===== config.mk =====
export PLATFORM = sky130hd
export DESIGN_NAME = rgb565_gray4_sequencer
export DESIGN_NICKNAME = d
export VERILOG_FILES = /design/src/rtl/gray_pkg.sv /design/src/rtl/rgb565_to_gray8.sv /design/src/rtl/rgb565_gray4_sequencer.sv
export SDC_FILE = /design/constraint.sdc
export NUM_CORES = 1
export LEC_CHECK = 0
export ABC_AREA = 1
export CORE_MARGIN = 3
export CORE_UTILIZATION = 40
export CTS_CLUSTER_DIAMETER = 50
export DETAILED_ROUTE_END_ITERATION = 8
export PLACE_DENSITY = 0.61
export SETUP_SLACK_MARGIN = 0.1
export SLEW_MARGIN = 20
export SYNTH_ARGS = -nofsm -noshare
export SYNTH_HDL_FRONTEND = slang
export SYNTH_SLANG_ARGS = --single-unit

===== constraint.sdc =====
create_clock -name clock -period 8.58 [get_ports clock]
set_input_delay 0.858 -clock clock [delete_from_list [all_inputs] [get_ports clock]]
set_output_delay 0.858 -clock clock [all_outputs]
set_load 0.02 [all_outputs]

===== src/rtl/gray_pkg.sv =====
// Shared definitions for the RGB565 -> 8-bit grayscale ISE and its converter.
// Optional build macro GRAY4_SEQ_ROUND_EN (round-to-nearest) is consumed by
// rgb565_to_gray8.
package gray_pkg;

  // Sequencer state encoding.
  typedef enum logic [1:0] {
    IDLE = 2'd0,
    RUN  = 2'd1,
    DONE = 2'd2
  } state_e;

  // Luma weights scaled so that they sum to 256.
  localparam logic [7:0] COEF_R = 8'd54;
  localparam logic [7:0] COEF_G = 8'd183;
  localparam logic [7:0] COEF_B = 8'd19;

  // RGB565 field positions.
  localparam int R_MSB = 15;
  localparam int R_LSB = 11;
  localparam int G_MSB = 10;
  localparam int G_LSB = 5;
  localparam int B_MSB = 4;
  localparam int B_LSB = 0;

  // Constant-coefficient multiply written as a shift-add chain; with a
  // constant k only the set bits produce adders.
  function automatic logic [15:0] mul_const(input logic [7:0] x,
                                            input logic [7:0] k);
    logic [15:0] acc;
    acc = '0;
    for (int i = 0; i < 8; i++) begin
      if (k[i]) acc = acc + ({8'd0, x} << i);
    end
    return acc;
  endfunction

endpackage


===== src/rtl/rgb565_to_gray8.sv =====
// Combinational single-pixel RGB565 -> 8-bit grayscale converter.
// Build macro GRAY4_SEQ_ROUND_EN: when defined, adds 128 before dropping the
// low byte (round to nearest); otherwise the low byte is truncated.
module rgb565_to_gray8
  import gray_pkg::*;
(
  input  logic [15:0] pixel_i,
  output logic [7:0]  gray_o
);

  logic [4:0]  r5;
  logic [5:0]  g6;
  logic [4:0]  b5;
  logic [7:0]  r8;
  logic [7:0]  g8;
  logic [7:0]  b8;
  logic [15:0] sum;
`ifdef GRAY4_SEQ_ROUND_EN
  logic [16:0] rounded;
`endif

  // Expand each channel to 8 bits by replicating its MSBs, then weight and sum.
  always_comb begin
    r5  = pixel_i[R_MSB:R_LSB];
    g6  = pixel_i[G_MSB:G_LSB];
    b5  = pixel_i[B_MSB:B_LSB];
    r8  = {r5, r5[4:2]};
    g8  = {g6, g6[5:4]};
    b8  = {b5, b5[4:2]};
    sum = mul_const(r8, COEF_R) + mul_const(g8, COEF_G) + mul_const(b8, COEF_B);
  end

`ifdef GRAY4_SEQ_ROUND_EN
  // Round to nearest; the weights cap the sum at 65280, so bit 16 never sets.
  always_comb begin
    rounded = {1'b0, sum} + 17'd128;
    gray_o  = 8'(rounded >> 8);
  end
`else
  // Truncate: the gray value is the high byte of the weighted sum.
  always_comb begin
    gray_o = 8'(sum >> 8);
  end
`endif

endmodule


===== src/rtl/rgb565_gray4_sequencer.sv =====
// Multi-cycle custom-instruction unit: converts four RGB565 pixels (two per
// operand word) into four grayscale bytes using one shared converter, one
// pixel per cycle. Rounding is selected with build macro GRAY4_SEQ_ROUND_EN
// (see rgb565_to_gray8).
//
// Handshake: a request is start=1 with iseId==customId, sampled only while
// the FSM is IDLE; requests in RUN/DONE are dropped. done is a one-cycle pulse
// five cycles after acceptance, and result carries the packed bytes only in
// that cycle (zero otherwise) so it can be OR-combined with other ISEs.
module rgb565_gray4_sequencer
  import gray_pkg::*;
#(
  parameter logic [7:0] customId = 8'h0
) (
  input  logic        clock,
  input  logic        reset,
  input  logic        start,
  input  logic [7:0]  iseId,
  input  logic [31:0] valueA,
  input  logic [31:0] valueB,
  output logic        done,
  output logic [31:0] result,
  output logic [1:0]  dbg_state
);

  state_e           state_q, state_d;
  logic [1:0]       idx_q, idx_d;
  logic [31:0]      op_a_q, op_a_d;
  logic [31:0]      op_b_q, op_b_d;
  logic [3:0][7:0]  bytes_q, bytes_d;

  logic             sel;
  logic [15:0]      pixel;
  logic [7:0]       gray;

  // Request decode.
  always_comb begin
    sel = start & (iseId == customId);
  end

  // Select the pixel for the current step from the latched operands.
  always_comb begin
    pixel = op_a_q[15:0];
    case (idx_q)
      2'd0: pixel = op_a_q[15:0];
      2'd1: pixel = op_a_q[31:16];
      2'd2: pixel = op_b_q[15:0];
      2'd3: pixel = op_b_q[31:16];
    endcase
  end

  rgb565_to_gray8 u_conv (
    .pixel_i (pixel),
    .gray_o  (gray)
  );

  // Next-state logic: accept in IDLE, four conversion steps in RUN, one DONE cycle.
  always_comb begin
    state_d = state_q;
    idx_d   = idx_q;
    op_a_d  = op_a_q;
    op_b_d  = op_b_q;
    bytes_d = bytes_q;
    case (state_q)
      IDLE: begin
        if (sel) begin
          op_a_d  = valueA;
          op_b_d  = valueB;
          idx_d   = 2'd0;
          state_d = RUN;
        end
      end
      RUN: begin
        bytes_d[idx_q] = gray;
        if (idx_q == 2'd3) begin
          idx_d   = 2'd0;
          state_d = DONE;
        end else begin
          idx_d = idx_q + 2'd1;
        end
      end
      DONE: begin
        state_d = IDLE;
      end
      default: begin
        state_d = IDLE;
      end
    endcase
  end

  // State and datapath registers; reset aborts any operation in flight.
  always_ff @(posedge clock or negedge reset) begin
    if (!reset) begin
      state_q <= IDLE;
      idx_q   <= 2'd0;
      op_a_q  <= '0;
      op_b_q  <= '0;
      bytes_q <= '0;
    end else begin
      state_q <= state_d;
      idx_q   <= idx_d;
      op_a_q  <= op_a_d;
      op_b_q  <= op_b_d;
      bytes_q <= bytes_d;
    end
  end

  // Outputs: result is gated so the bus sees zero outside the done pulse.
  always_comb begin
    done      = (state_q == DONE);
    result    = done ? bytes_q : 32'd0;
    dbg_state = state_q;
  end

endmodule


==> run summary <==
The run finished with clean final reports. The average detailed-routed wire length per instance is around 16 um. The number of buffers added for setup after CTS came out at 0. Relative to the synthesized area, the layout overhead comes to 21.0%.

The final setup violation count is 0. At the pin with the least slew margin, the transition time is around 910 ps. No sink is reached through more buffers than the 2 on the longest clock path. The CTS buffer count is 9. The library cell used most frequently in the layout, excluding fill and tap cells, is sky130_fd_sc_hd__nand2_1. The number of search-and-repair iterations in the first detailed-routing pass came out at 5. The final-layout worst hold slack came out at around 490 ps.

For the worst-skew pair, the clock arrives at the later sink with an insertion delay of ~360 ps. The wire length of the first global-routing pass is roughly 30 mm. The floorplan step defined a die boundary enclosing around 20000 um^2. The library cell contributing the largest single delay on the critical path is sky130_fd_sc_hd__fa_1. The mean cell area of the mapped netlist is 9.16 um^2. The share of the cycle needed by the critical path after routing came out at approximately 85%. The worst register-to-register path has a setup slack of 1300 ps.

The die is between 100 and 150 um wide. During synthesis, Yosys emitted a total of 0 warnings. The initial antenna violation count was 0. The count of unresolved DRC violations after routing came out at 0. The maximum frequency from static timing analysis is 0.137 GHz. The via count of the first global-routing pass came out at approximately 6000. The number of gates resized after CTS came out at 0. The number of nets handed over by synthesis was 991. The clock tree skew after final layout came out at around 11 ps. Among the stages of the critical path, the cell type that occurs most often is sky130_fd_sc_hd__nand2_1.

110 I/O pins were placed. The number of cells on the worst reg-to-reg path came out at 33. The number of cells after detailed placement is between 1000 and 1500.

The synthesized design contains 100 register bits. The distinct cell type count of the synthesized netlist came out at 39. In this design, the stage delay of the slowest critical-path cell is 550 ps. The max-cap check violation count is 0. The CTS sink count came out at 100. At the end of routability-driven placement, the weighted congestion stood at 0.924. The share of async-settable or async-resettable flops after synthesis is between 90% and 100%. The routed via count divided by cell count came out at 4.93. The global router's overall resource usage came out at a little under a fifth. The final net count is between 1000 and 1500. The number of synthesized flops with an enable pin came out at 0. In the final timing run, aggregate negative setup slack is 0 ps. Among all flip-flop cells after synthesis, the most frequent one is sky130_fd_sc_hd__dfrtp_1. For this run, the register share of the synthesized area comes to roughly a third.

The total number of placement rows came out at 49. In this run the worst hold path is classified as input pin to asynchronous set/reset pin. The count of hold-fix buffers inserted at cts is 0. The starting utilization of the core area is about two fifths. The number of antenna diodes in the final layout is 0. The post-layout minimum cycle time is between 7000 and 8000 ps.

Entering global routing, the biggest net connects 68 pins. The worst setup path is captured at a flip-flop. The H-tree was split into 3 levels. The startpoint identified for the worst register-to-register timing path is idx_q[0]. The data required time of the worst path came out at between 8000 and 9000 ps. The number of buffers added on ports is 109. For this run the aggregate overflow at the end of global routing stands at 0. The critical path is of the flip-flop to flip-flop type. Synthesis produced a netlist whose cell count is between 800 and 900.

The clock transition time at the flip-flop clock pins of the worst setup and hold paths is 70 ps. The total count of hold-check failures in the final report came out at 0. The endpoint of the most critical register-to-register path is bytes_q[30]. After legalization and detailed placement, the total HPWL measured between 15 and 20 mm. The total vias in the final route is about 5700. The critical-path maximum fanout is 17. The core footprint is approximately 18000 um^2. Setup repair after global routing left no endpoint under its margin. The clock tree from TritonCTS is yes. The final number of max-transition violations is 0. The kind of start point of the critical path is a flip-flop. In the layout the commonest cells are sky130_fd_sc_hd__nand2_1 (155), sky130_fd_sc_hd__inv_1 (139), sky130_fd_sc_hd__clkdlybuf4s50_1 (108). The number of antenna-violating nets in the routed design came out at 0. Cells with a size suffix above 1 make up 11.7% of the layout. The mapped cell area is around 7400 um^2. The final layout contains routed wiring with a total length of between 15 and 20 mm.

In this run the clock root is driven by a sky130_fd_sc_hd__clkbuf_16. The number of cells in the finished layout apart from fillers came out at ~1100. The worst path arrival time came out at roughly 7500 ps. In this run the tightest slew margin relative to its limit is 39.0%. The final cell utilization of the core is roughly half. From bottom edge to top edge, the die measures approximately 140 um.

The detailed router's first-iteration violation count came out at roughly 350.
==> worst max path at each step <==
stage             start          end  cells after the start
3_3_place_gp   idx_q[0]  bytes_q[26]                     31
3_5_place_dp   idx_q[0]  bytes_q[10]                     31
4_1_cts        idx_q[0]  bytes_q[26]                     31
5_1_grt        idx_q[0]  bytes_q[26]                     31
2_1_floorplan  idx_q[0]  bytes_q[30]                     30
6_report       idx_q[0]  bytes_q[30]                     33
==> cells by family (layout without fill, tap and decap cells) <==
kind of cell	Yosys count	in the layout	share of synthesized area (%)
XOR/XNOR	23	23	2.71
buffers and inverters	165	273	8.83
AO/OA/AOI/OAI	79	79	6.94
AND/OR/NAND/NOR	277	277	15.5
flip-flops	100	100	33.6
adder cells (fa/ha/maj)	104	104	22.7
multiplexers	64	64	9.69
==> area by class of cell <==
cell class / instances / area, um^2
Clock buffer: 10 / 229
Clock inverter: 6 / 46.3
Fill cell: 1727 / 9140
Inverter: 146 / 556
Multi-Input combinational cell: 547 / 4280
Sequential cell: 100 / 2500
Tap cell: 229 / 287
Timing Repair Buffer: 111 / 1100
==> synth_stat cells (2+ instances only) <==
cell | number | area share (%)
sky130_fd_sc_hd__nand2_2 | 5 | 0.42
sky130_fd_sc_hd__o22ai_4 | 2 | 0.54
sky130_fd_sc_hd__o21ai_0 | 27 | 1.8
sky130_fd_sc_hd__ha_1 | 52 | 8.7
sky130_fd_sc_hd__nor2_2 | 4 | 0.34
sky130_fd_sc_hd__buf_2 | 6 | 0.40
sky130_fd_sc_hd__fa_1 | 52 | 14
sky130_fd_sc_hd__dfrtp_1 | 100 | 34
sky130_fd_sc_hd__o21bai_1 | 3 | 0.30
sky130_fd_sc_hd__a22o_1 | 7 | 0.82
sky130_fd_sc_hd__a211oi_1 | 2 | 0.20
sky130_fd_sc_hd__a21oi_1 | 19 | 1.3
sky130_fd_sc_hd__o21ai_2 | 3 | 0.35
sky130_fd_sc_hd__nor3_1 | 4 | 0.27
sky130_fd_sc_hd__nor2_1 | 60 | 3.0
sky130_fd_sc_hd__clkbuf_1 | 5 | 0.25
sky130_fd_sc_hd__inv_4 | 3 | 0.25
sky130_fd_sc_hd__or2_2 | 2 | 0.17
sky130_fd_sc_hd__nand3_1 | 36 | 2.4
sky130_fd_sc_hd__nand4_1 | 6 | 0.50
sky130_fd_sc_hd__inv_2 | 4 | 0.20
sky130_fd_sc_hd__buf_6 | 2 | 0.30
sky130_fd_sc_hd__buf_4 | 2 | 0.20
sky130_fd_sc_hd__mux2_2 | 64 | 9.7
sky130_fd_sc_hd__xor2_1 | 13 | 1.5
sky130_fd_sc_hd__o21ai_4 | 2 | 0.44
sky130_fd_sc_hd__xnor2_1 | 10 | 1.2
sky130_fd_sc_hd__nand2_1 | 155 | 7.8
sky130_fd_sc_hd__inv_1 | 139 | 7.0
sky130_fd_sc_hd__buf_1 | 4 | 0.20
sky130_fd_sc_hd__nor4_1 | 2 | 0.17
sky130_fd_sc_hd__o22ai_1 | 8 | 0.67
sky130_fd_sc_hd__a31oi_1 | 3 | 0.25
==> worst max-delay path: cells and delay by family, from the launching register on <==
kind / cells / cell delay (ps)
simple gates: 14 / 1610
buf+inv: 7 / 770
compound gates: 4 / 560
fa+ha+maj: 8 / 3710
flops: 1 / 440
==> layer usage <==
| layer | vias to the layer above | share of wire (%) | GRT usage, % |
|---|---|---|---|
| met1 | 2733 | 47 | 26.4 |
| li1 | 2776 | - | - |
| met4 | 0 | 2.0 | 6.05 |
| met3 | 21 | 4.2 | 2.45 |
| met2 | 136 | 47 | 31.3 |
| met5 | - | 0 | 0 |
==> metrics by stage <==
| step | setup WS, ps | area [um^2] |
|---|---|---|
| after detailed placement | 1320 | 8730 |
| after CTS | 1260 | 9000 |
| final | 1300 | 9000 |
| after floorplan | 2050 | 7440 |
| after global placement | 1370 | 8730 |
| after global routing | 763 | 9000 |
==> flip-flops by register name (all words and copies together), names as in the netlist <==
name	count
idx_q	2
bytes_q	32
op_b_q	32
dbg_state	2
op_a_q	32
Power is left out: the tool's default activity adds up to more than one toggle a clock period on the data nets, which glitch-free logic cannot reach.
